`src/rtl/opl3_slot_sequencer.sv`:
```
// opl3_slot_sequencer
//   Time-division scheduler for the shared OPL3 operator datapath. Every
//   sample_clk_en pulse starts one frame that issues all 36 operator slots
//   (bank 0 ops 0-17, then bank 1 ops 0-17) over a valid/ready + done
//   handshake. Host register writes are buffered in a small FIFO and are only
//   drained into the register file while no frame is running, so operator
//   parameters never change in the middle of a sample.
//
// Configuration macro:
//   OPL3_SEQ_OVERRUN_CNT_EN - when defined, overrun_cnt counts dropped
//   sample_clk_en pulses (saturating). When undefined, overrun_cnt is tied to 0.
//
// Ports:
//   clk            system clock
//   reset          synchronous, active-high
//   sample_clk_en  one-cycle pulse per sample period; starts a frame from IDLE
//   host_wr_*      host register write request (valid/bank/addr/data)
//   host_wr_ready  FIFO can accept a write (not full)
//   reg_wr         register-file write; valid is a one-cycle pulse
//   slot_valid     slot issue request, with slot_bank / slot_op_num
//   slot_ready     datapath accepts the issued slot
//   slot_done      datapath finished the accepted slot
//   frame_done     one-cycle pulse once slot 35 has completed
//   busy           frame in progress
//   overrun        sticky: sample_clk_en arrived while busy
//   overrun_cnt    number of dropped sample_clk_en pulses (macro build only)

typedef struct packed {
  logic       valid;
  logic       bank;
  logic [7:0] addr;
  logic [7:0] data;
} opl3_reg_wr_t;

module opl3_slot_sequencer #(
  parameter int WR_FIFO_DEPTH = 4,
  parameter int OVERRUN_CNT_W = 16,
  localparam int OP_NUM_WIDTH = 5
) (
  input  logic                     clk,
  input  logic                     reset,
  input  logic                     sample_clk_en,
  input  logic                     host_wr_valid,
  input  logic                     host_wr_bank,
  input  logic [7:0]               host_wr_addr,
  input  logic [7:0]               host_wr_data,
  output logic                     host_wr_ready,
  output opl3_reg_wr_t             reg_wr,
  output logic                     slot_valid,
  output logic                     slot_bank,
  output logic [OP_NUM_WIDTH-1:0]  slot_op_num,
  input  logic                     slot_ready,
  input  logic                     slot_done,
  output logic                     frame_done,
  output logic                     busy,
  output logic                     overrun,
  output logic [OVERRUN_CNT_W-1:0] overrun_cnt
);

  localparam int PTR_W = $clog2(WR_FIFO_DEPTH);
  localparam int CNT_W = PTR_W + 1;
  localparam logic [CNT_W-1:0] FULL_CNT = CNT_W'(WR_FIFO_DEPTH);
  localparam logic [CNT_W-1:0] EMPTY_CNT = {CNT_W{1'b0}};
  localparam logic [OP_NUM_WIDTH-1:0] LAST_OP = 5'd17;
  localparam logic [7:0] LAST_REG_ADDR = 8'hF5;
  localparam opl3_reg_wr_t REG_WR_IDLE = '{valid: 1'b0, bank: 1'b0, addr: 8'h00, data: 8'h00};

  localparam logic [1:0] ST_IDLE      = 2'd0;
  localparam logic [1:0] ST_ISSUE     = 2'd1;
  localparam logic [1:0] ST_WAIT_DONE = 2'd2;
  localparam logic [1:0] ST_FRAME_END = 2'd3;

  logic [1:0]              state_r;
  logic [1:0]              state_nxt_s;
  logic                    bank_r;
  logic                    bank_nxt_s;
  logic [OP_NUM_WIDTH-1:0] op_r;
  logic [OP_NUM_WIDTH-1:0] op_nxt_s;
  logic                    slot_valid_r;
  logic                    frame_done_r;
  logic                    busy_r;
  logic                    overrun_r;
  opl3_reg_wr_t            reg_wr_r;

  // FIFO entries hold {bank, addr, data}
  logic [16:0]             mem_r [WR_FIFO_DEPTH];
  logic [PTR_W-1:0]        wr_ptr_r;
  logic [PTR_W-1:0]        rd_ptr_r;
  logic [CNT_W-1:0]        count_r;
  logic [CNT_W-1:0]        count_nxt_s;
  logic                    host_wr_ready_r;
  logic                    push_s;
  logic                    pop_s;

  // Out-of-range addresses complete the handshake but are dropped here.
  assign push_s = host_wr_valid & host_wr_ready_r & (host_wr_addr <= LAST_REG_ADDR);

  // Next-state, slot counter and FIFO pop decision
  always_comb begin
    state_nxt_s = state_r;
    bank_nxt_s  = bank_r;
    op_nxt_s    = op_r;
    pop_s       = 1'b0;
    case (state_r)
      ST_IDLE: begin
        // A new frame takes priority; pending writes wait for the next IDLE.
        if (sample_clk_en) begin
          state_nxt_s = ST_ISSUE;
          bank_nxt_s  = 1'b0;
          op_nxt_s    = {OP_NUM_WIDTH{1'b0}};
        end else if (count_r != EMPTY_CNT) begin
          pop_s = 1'b1;
        end else begin
          pop_s = 1'b0;
        end
      end
      ST_ISSUE: begin
        if (slot_ready) begin
          state_nxt_s = ST_WAIT_DONE;
        end else begin
          state_nxt_s = ST_ISSUE;
        end
      end
      ST_WAIT_DONE: begin
        if (slot_done) begin
          if (bank_r && (op_r == LAST_OP)) begin
            state_nxt_s = ST_FRAME_END;
          end else if (op_r == LAST_OP) begin
            state_nxt_s = ST_ISSUE;
            bank_nxt_s  = 1'b1;
            op_nxt_s    = {OP_NUM_WIDTH{1'b0}};
          end else begin
            state_nxt_s = ST_ISSUE;
            op_nxt_s    = op_r + 1'b1;
          end
        end else begin
          state_nxt_s = ST_WAIT_DONE;
        end
      end
      ST_FRAME_END: begin
        state_nxt_s = ST_IDLE;
      end
      default: begin
        state_nxt_s = ST_IDLE;
      end
    endcase
  end

  // FIFO occupancy after this cycle's push/pop
  always_comb begin
    count_nxt_s = count_r;
    case ({push_s, pop_s})
      2'b10:   count_nxt_s = count_r + 1'b1;
      2'b01:   count_nxt_s = count_r - 1'b1;
      default: count_nxt_s = count_r;
    endcase
  end

  // FSM state and registered slot/frame outputs
  always_ff @(posedge clk) begin
    if (reset) begin
      state_r      <= ST_IDLE;
      bank_r       <= 1'b0;
      op_r         <= {OP_NUM_WIDTH{1'b0}};
      slot_valid_r <= 1'b0;
      frame_done_r <= 1'b0;
      busy_r       <= 1'b0;
      reg_wr_r     <= REG_WR_IDLE;
    end else begin
      state_r      <= state_nxt_s;
      bank_r       <= bank_nxt_s;
      op_r         <= op_nxt_s;
      slot_valid_r <= (state_nxt_s == ST_ISSUE);
      frame_done_r <= (state_nxt_s == ST_FRAME_END);
      busy_r       <= (state_nxt_s != ST_IDLE);
      if (pop_s) begin
        reg_wr_r <= '{valid: 1'b1, bank: mem_r[rd_ptr_r][16],
                      addr: mem_r[rd_ptr_r][15:8], data: mem_r[rd_ptr_r][7:0]};
      end else begin
        reg_wr_r <= REG_WR_IDLE;
      end
    end
  end

  // FIFO pointers, occupancy and ready flag; reset flushes the queue
  always_ff @(posedge clk) begin
    if (reset) begin
      wr_ptr_r        <= {PTR_W{1'b0}};
      rd_ptr_r        <= {PTR_W{1'b0}};
      count_r         <= EMPTY_CNT;
      host_wr_ready_r <= 1'b0;
    end else begin
      if (push_s) begin
        wr_ptr_r <= wr_ptr_r + 1'b1;
      end
      if (pop_s) begin
        rd_ptr_r <= rd_ptr_r + 1'b1;
      end
      count_r         <= count_nxt_s;
      host_wr_ready_r <= (count_nxt_s != FULL_CNT);
    end
  end

  // FIFO storage; contents are don't-care until written
  always_ff @(posedge clk) begin
    if (push_s) begin
      mem_r[wr_ptr_r] <= {host_wr_bank, host_wr_addr, host_wr_data};
    end
  end

  // Sticky overrun flag: a sample pulse outside IDLE is dropped
  always_ff @(posedge clk) begin
    if (reset) begin
      overrun_r <= 1'b0;
    end else if (sample_clk_en && (state_r != ST_IDLE)) begin
      overrun_r <= 1'b1;
    end
  end

`ifdef OPL3_SEQ_OVERRUN_CNT_EN
  logic [OVERRUN_CNT_W-1:0] overrun_cnt_r;

  // Saturating count of dropped sample pulses
  always_ff @(posedge clk) begin
    if (reset) begin
      overrun_cnt_r <= {OVERRUN_CNT_W{1'b0}};
    end else if (sample_clk_en && (state_r != ST_IDLE) && (overrun_cnt_r != {OVERRUN_CNT_W{1'b1}})) begin
      overrun_cnt_r <= overrun_cnt_r + 1'b1;
    end
  end

  assign overrun_cnt = overrun_cnt_r;
`else
  assign overrun_cnt = {OVERRUN_CNT_W{1'b0}};
`endif

  assign host_wr_ready = host_wr_ready_r;
  assign reg_wr        = reg_wr_r;
  assign slot_valid    = slot_valid_r;
  assign slot_bank     = bank_r;
  assign slot_op_num   = op_r;
  assign frame_done    = frame_done_r;
  assign busy          = busy_r;
  assign overrun       = overrun_r;

endmodule
```
`config.mk`:
```
export PLATFORM = sky130hd
export DESIGN_NAME = opl3_slot_sequencer
export DESIGN_NICKNAME = d
export VERILOG_FILES = /design/src/rtl/opl3_slot_sequencer.sv
export SDC_FILE = /design/constraint.sdc
export NUM_CORES = 1
export LEC_CHECK = 0
export ABC_AREA = 1
export BUFFER_PORTS_ARGS = -buffer_cell sky130_fd_sc_hd__buf_2
export CORE_ASPECT_RATIO = 1.4
export CORE_MARGIN = 10
export CORE_UTILIZATION = 38
export DETAILED_ROUTE_END_ITERATION = 6
export PLACE_DENSITY = 0.57
export SLEW_MARGIN = 20
export SYNTH_ARGS = -nofsm -noshare
export SYNTH_HDL_FRONTEND = slang
export SYNTH_SLANG_ARGS = --single-unit
```
`constraint.sdc`:
```
create_clock -name clk -period 2.6 [get_ports clk]
set_input_delay 0.13 -clock clk [delete_from_list [all_inputs] [get_ports clk]]
set_output_delay 0.13 -clock clk [all_outputs]
set_load 0.01 [all_outputs]
```
==> impl_metrics.csv, run 1 <==
group,metric,value,unit
status,status,"completed",
clock_tree,cts_sinks,108,
global_routing,use_met3,3.08,%
clock_tree,cts_tree,"yes",
synth,synth_top_family_by_area,"simple AND/OR/NAND/NOR gates",
global_routing,antenna_found_initial,1,
floorplanning,core_region_area,11200,µm²
global_routing,grt.busiest_layer,"met2",
floorplanning,placementRows,46,
route,route.detailed.drc,0,
synth,synth.mux.area_fraction,0,%
worst_setup_path,crit_path_start_kind,"flop",
floorplanning,start_util,38.6,%
route,vias,2818,
synth,synth_compound_area_share,8.98,%
clock_tree,clock_latency,340,ps
timing,skew,8.99,ps
timing,fin_crit_sh,75.9,%
worst_setup_path,cp.arrival,2190,ps
synth,ys.flop_type,"edfxtp_1",
worst_hold_path,hp-class,"primary input to flop",
clock_tree,cts_buffers,9,
placement,hpwl,5.97,mm
synth,synth_seq_cells,108,
synth,avgSynthCellArea,10.9,µm²
clock_tree,cts_resized,0,
route,first_pass_iters,4,
floorplanning,die_area,16100,µm²
pwr,irDropWorstVdd,340,µV
synth,synth_edf_count,68,
placement,portBuffers,51,
timing,rsz0062_at_grt,"no",
synth,synth_fa_ha_area_share,2.48,%
global_routing,grt_pass1_vias,2825,
floorplanning,ioPinCount,68,
route,antenna_left,0,
pwr,leakage,2.07,nW
global_routing,use_met1,11.9,%
synth,netlist_top_cells_count,"nor2_1 (92), edfxtp_1 (68), dfxtp_1 (40), nand2_1 (34), o21ai_1 (33)",
finish,register_area,2840,µm²
timing,finalSetupViolCount,0,
clock_tree,clockRootBuffer,"clkbuf_16",
route,drtIter0Drc,107,
synth,synth_top_area_cell,"edfxtp_1",
clock_tree,cts.path.max_buffers,2,
timing,hold_violations,0,
finish,area_growth,15.7,%
synth,synth_cell_types,30,
clock_tree,cts-htree-levels,3,
synth,ys_top_cells_by_area,"edfxtp_1 (47%), dfxtp_1 (18%), nor2_1 (8.0%)",
synth,synthSimpleGateAreaFrac,14.8,%
global_routing,grt_start_max_net_pins,36,
synth,synth-async-reset-ratio,0,%
finish,nets,490,
timing,max-slew-margin-rel,61.7,%
timing,finalCriticalPeriod,1970,ps
global_routing,use_met2,19.4,%
placement,place.gp.congestion,0.830,
worst_setup_path,critPathMaxFanout,5,
timing,tns,0,ps
floorplanning,die_x,110,µm
synth,syn-instance-count,397,
clock_tree,clk_pin_slew,70,ps
timing,tightestPinTransition,574,ps
synth,ys_seq_area_share,65.6,%
worst_setup_path,crit_type,"flop to flop",
timing,fmax,507,MHz
route,wirelength,8.63,mm
floorplanning,fp.dieH,146,µm
worst_setup_path,cp.required,2820,ps
timing,setup_ws,628,ps
run,maxCapViolCount,0,
placement,place_ws,572,ps
worst_setup_path,endpoint_kind,"flop",
pwr,power.density,834,nW/µm²
timing,slew_violations,0,
finish,drive_above_1_share,24.1,%
synth,synth_area,4330,µm²
route,viasPerCell,4.63,
pwr,power.total,4.18,mW
finish,fillers,1057,
synth,yosys.area.top_type_share,47.1,%
synth,yosys_warnings,0,
synth,synth_xor_area_share,0.809,%
synth,synth.most_common_cell,"nor2_1",
finish,multiInputGateArea,1230,µm²
global_routing,grt_pass1_wl,14.0,mm
global_routing,grt-ovfl-total,0,
route,wl_per_cell,14.2,µm
global_routing,grtUsageTotal,11.0,%
what timing repair did:
item / in CTS / in global routing
setup endpoints to repair: 0 / 0
hold buffers: 3 / 0
buffers inserted: 0 / 0
endpoints found under the hold margin: 12 / 0
per-stage QoR:
step	hold slack, ps	cell area (µm²)	utilization (%)	cells
floorplan	229	4390	-	412
global placement	343	4710	42.0	589
detailed placement	353	4710	42.0	589
CTS	0.269	5010	44.6	608
global route	5.90	5010	44.6	608
finish	8.98	5010	44.7	609
kinds of logic (layout without fill, tap and decap cells):
group                      count (synthesis)  count (layout)
xor gates and xnor gates                   4               4
other                                      1              17
buffers and inverters                     61             113
AOI/OAI and AO/OA                         66              66
DFF                                      108             108
adders and majority gates                  8               8
and+or+nand+nor                          149             149
cell type report:
| type | instances | area share [%] |
|---|---|---|
| Timing Repair Buffer | 64 | 7.19 |
| Sequential cell | 108 | 56.7 |
| Clock buffer | 9 | 4.49 |
| Clock inverter | 7 | 0.849 |
| Multi-Input combinational cell | 243 | 24.6 |
| Tap cell | 144 | 3.59 |
| Antenna cell | 1 | 0.0499 |
| Inverter | 33 | 2.57 |
report_power, final:
group | leakage [nW] | internal [mW] | switching, mW
registers | 0.946 | 2.03 | 0.0673
logic | 0.992 | 0.291 | 0.578
clock network | 0.129 | 0.644 | 0.575
cells in the final DEF, fill, tap and decap left out, types with 3 or more instances in the layout:
cell type       n
o21ai_1        33
nand2_2         4
buf_2          51
clkinv_2        3
dfxtp_1        40
o21ai_0         4
inv_2          11
a21oi_2        10
edfxtp_1       68
dlygate4sd3_1   3
a21oi_1        15
clkbuf_16       9
xor2_1          4
ha_1            7
conb_1         16
nor2_1         92
nand2_1        34
inv_1          21
buf_4          10
nand3_1         9
layer usage:
metal,share of wire [%],vias to the layer above
met1,39,1347
met2,53,56
met4,1.3,0
li1,-,1408
met5,0,-
met3,6.6,7
registers in the layout (all words and copies together) (netlist names), named ones only:
register and cells:
mem_r 68, reg_wr 18, slot_op_num 5, count_r 3
rd_ptr_r 2, state_r 2, wr_ptr_r 2, busy 1
frame_done 1, host_wr_ready 1, overrun 1, slot_bank 1
slot_valid 1
critical path, cell delays in order, from the launching register on:
cell and delay (ps):
dfxtp_1 360, inv_2 90, nand2_2 80, nor2_4 180, ha_1 210, inv_2 50
fa_1 480, nand2_1 60, o21ai_1 100, a21oi_1 80, o21bai_1 150
worst paths after layout:
path	slack [ps]	cells past startpoint	from	end
max reg2reg	630	10	state_r[1]$_SDFF_PP0_	host_wr_ready$_SDFF_PP0_
min	9	1	host_wr_data[2]	mem_r[0][2]$_DFFE_PP_
min reg2reg	490	2	overrun$_SDFFE_PP0P_	overrun$_SDFFE_PP0P_
max	630	10	state_r[1]$_SDFF_PP0_	host_wr_ready$_SDFF_PP0_
Power figures use the tool's default switching activity.
==> run 2, diff against run 1 <==
--- a/config.mk
+++ b/config.mk
@@ -5,13 +5,13 @@
 export SDC_FILE = /design/constraint.sdc
 export NUM_CORES = 1
 export LEC_CHECK = 0
-export ABC_AREA = 1
+export ABC_AREA = 0
 export BUFFER_PORTS_ARGS = -buffer_cell sky130_fd_sc_hd__buf_2
 export CORE_ASPECT_RATIO = 1.4
 export CORE_MARGIN = 10
 export CORE_UTILIZATION = 38
 export DETAILED_ROUTE_END_ITERATION = 6
-export PLACE_DENSITY = 0.57
+export PLACE_DENSITY = 0.6
 export SLEW_MARGIN = 20
 export SYNTH_ARGS = -nofsm -noshare
 export SYNTH_HDL_FRONTEND = slang
==> constraint.sdc (replaced) <==
create_clock -name clk -period 1.75 [get_ports clk]
set_input_delay 0.0875 -clock clk [delete_from_list [all_inputs] [get_ports clk]]
set_output_delay 0.0875 -clock clk [all_outputs]
set_load 0.01 [all_outputs]
==> impl_metrics.csv, run 2 <==
group,metric,value,unit
status,status,"finished with violations",
status,violations,"negative setup slack",
synth,synth_compound_area_share,3.85,%
timing,finalCriticalPeriod,1870,ps
clock_tree,clock_latency,340,ps
worst_setup_path,cp.required,1990,ps
finish,final_util,47.9,%
finish,nets,379,
global_routing,grt_pass1_wl,12.4,mm
worst_setup_path,critPathMaxFanout,2,
clock_tree,cts_buffers,9,
pwr,leakage,1.99,nW
worst_setup_path,cp.arrival,2110,ps
worst_setup_path,cp_cell_sequence,"nor3_4 > o31a_2 > ha_4 > inv_2 > fa_2 > nor2b_4 > mux2i_1 > o21ba_2",
placement,dp_cells,463,
synth,synth_edf_count,68,
worst_setup_path,endpoint_kind,"flop",
timing,fmax,534,MHz
synth,synth-async-reset-ratio,0,%
synth,synth_top_family_by_area,"multiplexers",
global_routing,grtUsageTotal,10.4,%
route,route.detailed.drc,0,
finish,drive_above_1_share,35.4,%
synth,yosys_warnings,0,
global_routing,antenna_found_initial,1,
pwr,power.density,1180,nW/µm²
finish,register_area,2840,µm²
route,antenna_left,0,
route,wirelength,7.73,mm
finish,multiInputGateArea,1180,µm²
worst_setup_path,critPathTopFamily,"adder cells",
floorplanning,placementRows,45,
floorplanning,core_region_area,10800,µm²
worst_hold_path,hp-class,"primary input to flop",
global_routing,grt_start_max_net_pins,19,
route,drtIter0Drc,133,
synth,synth_fa_ha_area_share,2.59,%
floorplanning,ioPinCount,68,
synth,synth.mux.area_fraction,9.93,%
finish,fin_cells,496,
timing,rsz0062_at_grt,"yes",
pwr,irDropWorstVdd,497,µV
worst_setup_path,critPathBufInv,1,
synth,synth_cell_types,46,
clock_tree,cts.path.max_buffers,2,
clock_tree,clockRootBuffer,"clkbuf_16",
synth,ys_top_cells_by_area,"edfxtp_1 (49%), dfxtp_1 (19%), mux4_2 (9.2%)",
worst_setup_path,crit_path_start_kind,"flop",
timing,finalSetupViolCount,2,
worst_setup_path,crit_type,"flop to flop",
synth,synth.most_common_cell,"edfxtp_1",
worst_setup_path,cp_slowest_cell,"fa_2",
synth,ys.flop_type,"edfxtp_1",
worst_setup_path,r2r-start,"state_r[0]$_SDFF_PP0_",
route,viasPerCell,4.64,
synth,yosys.area.top_type_share,49.1,%
worst_setup_path,max_stage_delay,510,ps
finish,largest_reg_flops,68,
finish,final_cell_mix,"edfxtp_1 (68), buf_2 (51), dfxtp_1 (39), buf_4 (25)",
floorplanning,fp.dieH,144,µm
clock_tree,cts-htree-levels,3,
route,vias,2303,
worst_setup_path,startpoint,"state_r[0]$_SDFF_PP0_",
floorplanning,die_x,108,µm
timing,fin_crit_sh,107,%
synth,synth_seq_cells,108,
global_routing,grt_pass1_vias,2395,
worst_hold_path,min-delay-start,"host_wr_addr[7]",
finish,top_register,"mem_r",
synth,syn-instance-count,256,
clock_tree,cts_sinks,108,
placement,hpwl,5.18,mm
placement,place_ws,-189,ps
synth,synth_area,4160,µm²
finish,fillers,953,
synth,ys_seq_area_share,68.4,%
finish,layout_commonest_cell,"edfxtp_1",
route,wl_per_cell,15.6,µm
synth,synthSimpleGateAreaFrac,8.78,%
floorplanning,start_util,38.7,%
finish,area_growth,23.9,%
floorplanning,die_area,15600,µm²
timing,setup_ws,-123,ps
synth,synth_xor_area_share,1.26,%
run,maxCapViolCount,0,
global_routing,grt-ovfl-total,0,
timing,slew_violations,0,
timing,skew,8.09,ps
placement,portBuffers,51,
synth,synth_top_area_cell,"edfxtp_1",
clock_tree,clk_pin_slew,70,ps
placement,place.gp.congestion,0.779,
timing,hold_violations,0,
route,first_pass_iters,4,
clock_tree,cts_tree,"yes",
synth,avgSynthCellArea,16.2,µm²
synth,netlist_top_cells_count,"edfxtp_1 (68), dfxtp_1 (40), buf_4 (18), nor2b_1 (18), mux4_2 (17)",
[run 2: final cells by class]
type	instances	share of cell area, %
clock buffers	9	4.37
flip-flops and latches	108	55.2
multi-input cells	127	22.9
inverters	11	0.802
well taps	141	3.42
repair buffers	91	11.7
clock inverters	7	1.46
diodes	2	0.0972
[run 2: what timing repair did]
action                     CTS  global route
pin swaps                    2             2
setup endpoints to repair    2             4
hold buffers                14             0
gates resized for setup      2             0
setup buffers                1             0
hold endpoints to repair    54             0
[run 2: metal layers]
layer / up-vias / wire (µm) / GRT usage, %
met5: - / 0 / 0
met1: 1144 / 3040 / 10.9
li1: 1093 / - / -
met3: 7 / 558 / 4.26
met2: 59 / 4050 / 18.1
met4: 0 / 87 / 3.97
[run 2: worst paths after layout]
check | slack [ps] | endpoint | cells after the start
hold / removal | 50 | mem_r[2][15]$_DFFE_PP_ | 2
setup reg to reg | -120 | host_wr_ready$_SDFF_PP0_ | 8
hold reg to reg | 450 | overrun$_SDFFE_PP0P_ | 2
setup / recovery | -120 | host_wr_ready$_SDFF_PP0_ | 8
[run 2: stage by stage]
step | hold slack, ps | power [mW] | cell area (µm²) | setup TNS, ps
final | 54.8 | 6.08 | 5150 | -160
after floorplan | 186 | 3.78 | 4240 | -448
after detailed placement | 314 | 4.11 | 4690 | -297
after global routing | 50.7 | 6.39 | 5150 | -363
after global placement | 301 | 4.09 | 4690 | -209
after CTS | 40.7 | 6.18 | 5150 | -171
[run 2: cells by family after synthesis]
kind of cell / count (synthesis)
flops: 108
simple gates: 57
buf+inv: 36
compound gates: 20
mux: 20
fa+ha+maj: 8
xor+xnor: 6
other cells: 1
[run 2: power breakdown]
group | internal, mW | switching, mW
logic | 0.607 | 0.510
clock network | 1.11 | 0.896
registers | 2.89 | 0.0638
total | 4.61 | 1.47
[run 2: worst register-to-register path, cell delays in order, from the launching register on]
cell and delay [ps]:
dfxtp_2 340, nor3_4 160, o31a_2 200, ha_4 140, inv_2 30, fa_2 510
nor2b_4 130, mux2i_1 70, o21ba_2 190
==> run 3, diff against run 2 <==
--- a/config.mk
+++ b/config.mk
@@ -7,11 +7,12 @@
 export LEC_CHECK = 0
 export ABC_AREA = 0
 export BUFFER_PORTS_ARGS = -buffer_cell sky130_fd_sc_hd__buf_2
-export CORE_ASPECT_RATIO = 1.4
+export CORE_ASPECT_RATIO = 0.6
 export CORE_MARGIN = 10
 export CORE_UTILIZATION = 38
 export DETAILED_ROUTE_END_ITERATION = 6
 export PLACE_DENSITY = 0.6
+export SKIP_CTS_REPAIR_TIMING = 1
 export SLEW_MARGIN = 20
 export SYNTH_ARGS = -nofsm -noshare
 export SYNTH_HDL_FRONTEND = slang
==> impl_metrics.csv, run 3 (synthesized netlist as in run 2, its figures left out) <==
group,metric,value,unit
route,route.detailed.drc,0,
worst_setup_path,cp_num_cells,9,
worst_setup_path,r2r-start,"state_r[1]$_SDFF_PP0_",
clock_tree,clock_latency,340,ps
timing,hold_violations,0,
pwr,leakage,2.00,nW
finish,antennaDiodeCount,0,
pwr,switching_share,24.9,%
worst_setup_path,r2r_cells,9,
route,antenna_left,0,
clock_tree,cts-htree-levels,3,
finish,final_util,48.7,%
worst_setup_path,critPathMaxFanout,2,
worst_setup_path,critPathBufInv,1,
timing,finalCriticalPeriod,1870,ps
finish,final_cell_mix,"edfxtp_1 (68), buf_2 (51), dfxtp_1 (38), buf_4 (22)",
status,violations,"negative setup slack",
placement,place.gp.congestion,0.748,
pwr,combPwrFrac,18.8,%
finish,top_register,"mem_r",
placement,hpwl,5.31,mm
floorplanning,start_util,39.1,%
route,drtIter0Drc,115,
floorplanning,die_area,15700,µm²
placement,place_ws,-219,ps
timing,fmax,534,MHz
worst_setup_path,startpoint,"state_r[1]$_SDFF_PP0_",
worst_setup_path,cp_cell_sequence,"nor3_4 > o31a_2 > ha_4 > inv_2 > fa_2 > xor2_1 > nor2_1 > xnor2_1 > o21ba_2",
placement,dp_cells,460,
floorplanning,die_x,155,µm
floorplanning,core_region_area,10600,µm²
global_routing,grt_pass1_wl,12.0,mm
pwr,power.total,6.04,mW
clock_tree,cts.path.max_buffers,2,
worst_hold_path,hp-class,"primary input to flop",
finish,nets,379,
floorplanning,fp.dieH,101,µm
global_routing,grtUsageTotal,9.98,%
placement,portBuffers,51,
worst_setup_path,crit_path_end,"host_wr_ready$_SDFF_PP0_",
finish,fillers,925,
global_routing,grt-ovfl-total,0,
global_routing,grt_pass1_vias,2217,
worst_setup_path,max_stage_delay,340,ps
finish,drive_above_1_share,36.0,%
status,status,"finished with violations",
clock_tree,clk_pin_slew,70,ps
pwr,intPower,4.54,mW
floorplanning,placementRows,29,
clock_tree,cts_buffers,9,
floorplanning,ioPinCount,68,
global_routing,antenna_found_initial,0,
pwr,switchingPower,1.50,mW
worst_setup_path,critPathTopFamily,"adder cells",
finish,fin_cells,492,
timing,finalSetupViolCount,2,
worst_setup_path,cp.arrival,2110,ps
finish,register_area,2850,µm²
clock_tree,cts_tree,"yes",
worst_setup_path,endpoint_kind,"flop",
timing,slew_violations,0,
finish,multiInputGateArea,1180,µm²
worst_setup_path,crit_path_start_kind,"flop",
worst_setup_path,cp_slowest_cell,"dfxtp_2",
route,viasPerCell,4.62,
route,wirelength,7.77,mm
finish,largest_reg_flops,68,
finish,area_growth,24.5,%
timing,rsz0062_at_grt,"yes",
worst_setup_path,cp.required,1990,ps
pwr,pwr-share-clk,32.4,%
route,wl_per_cell,15.8,µm
timing,fin_crit_sh,107,%
clock_tree,clockRootBuffer,"clkbuf_16",
worst_setup_path,reg2reg_to,"host_wr_ready$_SDFF_PP0_",
worst_setup_path,r2r_slack,-120,ps
route,first_pass_iters,4,
route,vias,2271,
global_routing,grt_start_max_net_pins,20,
timing,setup_ws,-122,ps
clock_tree,cts_sinks,108,
worst_setup_path,crit_type,"flop to flop",
worst_hold_path,min_delay_path_depth,2,
finish,layout_commonest_cell,"edfxtp_1",
timing,whs,53.5,ps
timing,skew,7.07,ps
pwr,pwr-share-seq,48.8,%
pwr,power.density,1170,nW/µm²
pwr,irDropWorstVdd,604,µV
run,maxCapViolCount,0,
-- run 3: cell types whose count changed in the layout (fill, tap and decap cells not counted), sizes merged --
cell	before	now
clkinv	3	1
clkbuf	9	10
inv	12	14
bufinv	1	0
diode	2	0
-- run 3: layer usage --
| metal | vias up | wire (µm) | GRT usage (%) |
|---|---|---|---|
| met1 | 1116 | 3670 | 12.8 |
| met4 | 0 | 124 | 4.56 |
| met5 | - | 0 | 0 |
| li1 | 1092 | - | - |
| met3 | 10 | 447 | 3.79 |
| met2 | 53 | 3530 | 14.7 |
-- run 3: how the worst min path moves through the flow --
stage | startpoint | end | slack (ps)
6_report | host_wr_addr[5] | mem_r[0][13]$_DFFE_PP_ | 50
4_1_cts | host_wr_data[3] | mem_r[3][3]$_DFFE_PP_ | -50
2_1_floorplan | host_wr_data[0] | mem_r[0][0]$_DFFE_PP_ | 190
3_5_place_dp | host_wr_addr[0] | mem_r[0][8]$_DFFE_PP_ | 310
3_3_place_gp | host_wr_data[1] | mem_r[2][1]$_DFFE_PP_ | 310
5_1_grt | host_wr_addr[5] | mem_r[0][13]$_DFFE_PP_ | 40
-- run 3: metrics by stage --
| stage | instance area [µm²] | TNS, ps |
|---|---|---|
| floorplan | 4240 | -448 |
| global placement | 4720 | -280 |
| detailed placement | 4720 | -350 |
| CTS | 5020 | -223 |
| global route | 5180 | -329 |
| finish | 5180 | -145 |
-- run 3: cell type report --
class | count | share of cell area [%]
Clock buffer | 10 | 4.62
Clock inverter | 6 | 1.06
Inverter | 11 | 0.798
Multi-Input combinational cell | 127 | 22.8
Sequential cell | 108 | 55.0
Tap cell | 139 | 3.36
Timing Repair Buffer | 91 | 12.4
-- run 3: worst register-to-register path: stages, from the launching register on --
cell and delay, ps:
dfxtp_2 340, nor3_4 160, o31a_2 200, ha_4 140
inv_2 30, fa_2 320, xor2_1 140, nor2_1 130
xnor2_1 100, o21ba_2 210
-- run 3: power groups by stage --
stage | clock [mW] | combinational [mW] | sequential, mW
floorplan | 0 | 0.738 | 3.04
global placement | 0 | 1.10 | 3.01
detailed placement | 0 | 1.11 | 3.01
CTS | 2.03 | 1.11 | 2.95
global route | 2.13 | 1.25 | 2.97
finish | 1.96 | 1.13 | 2.95
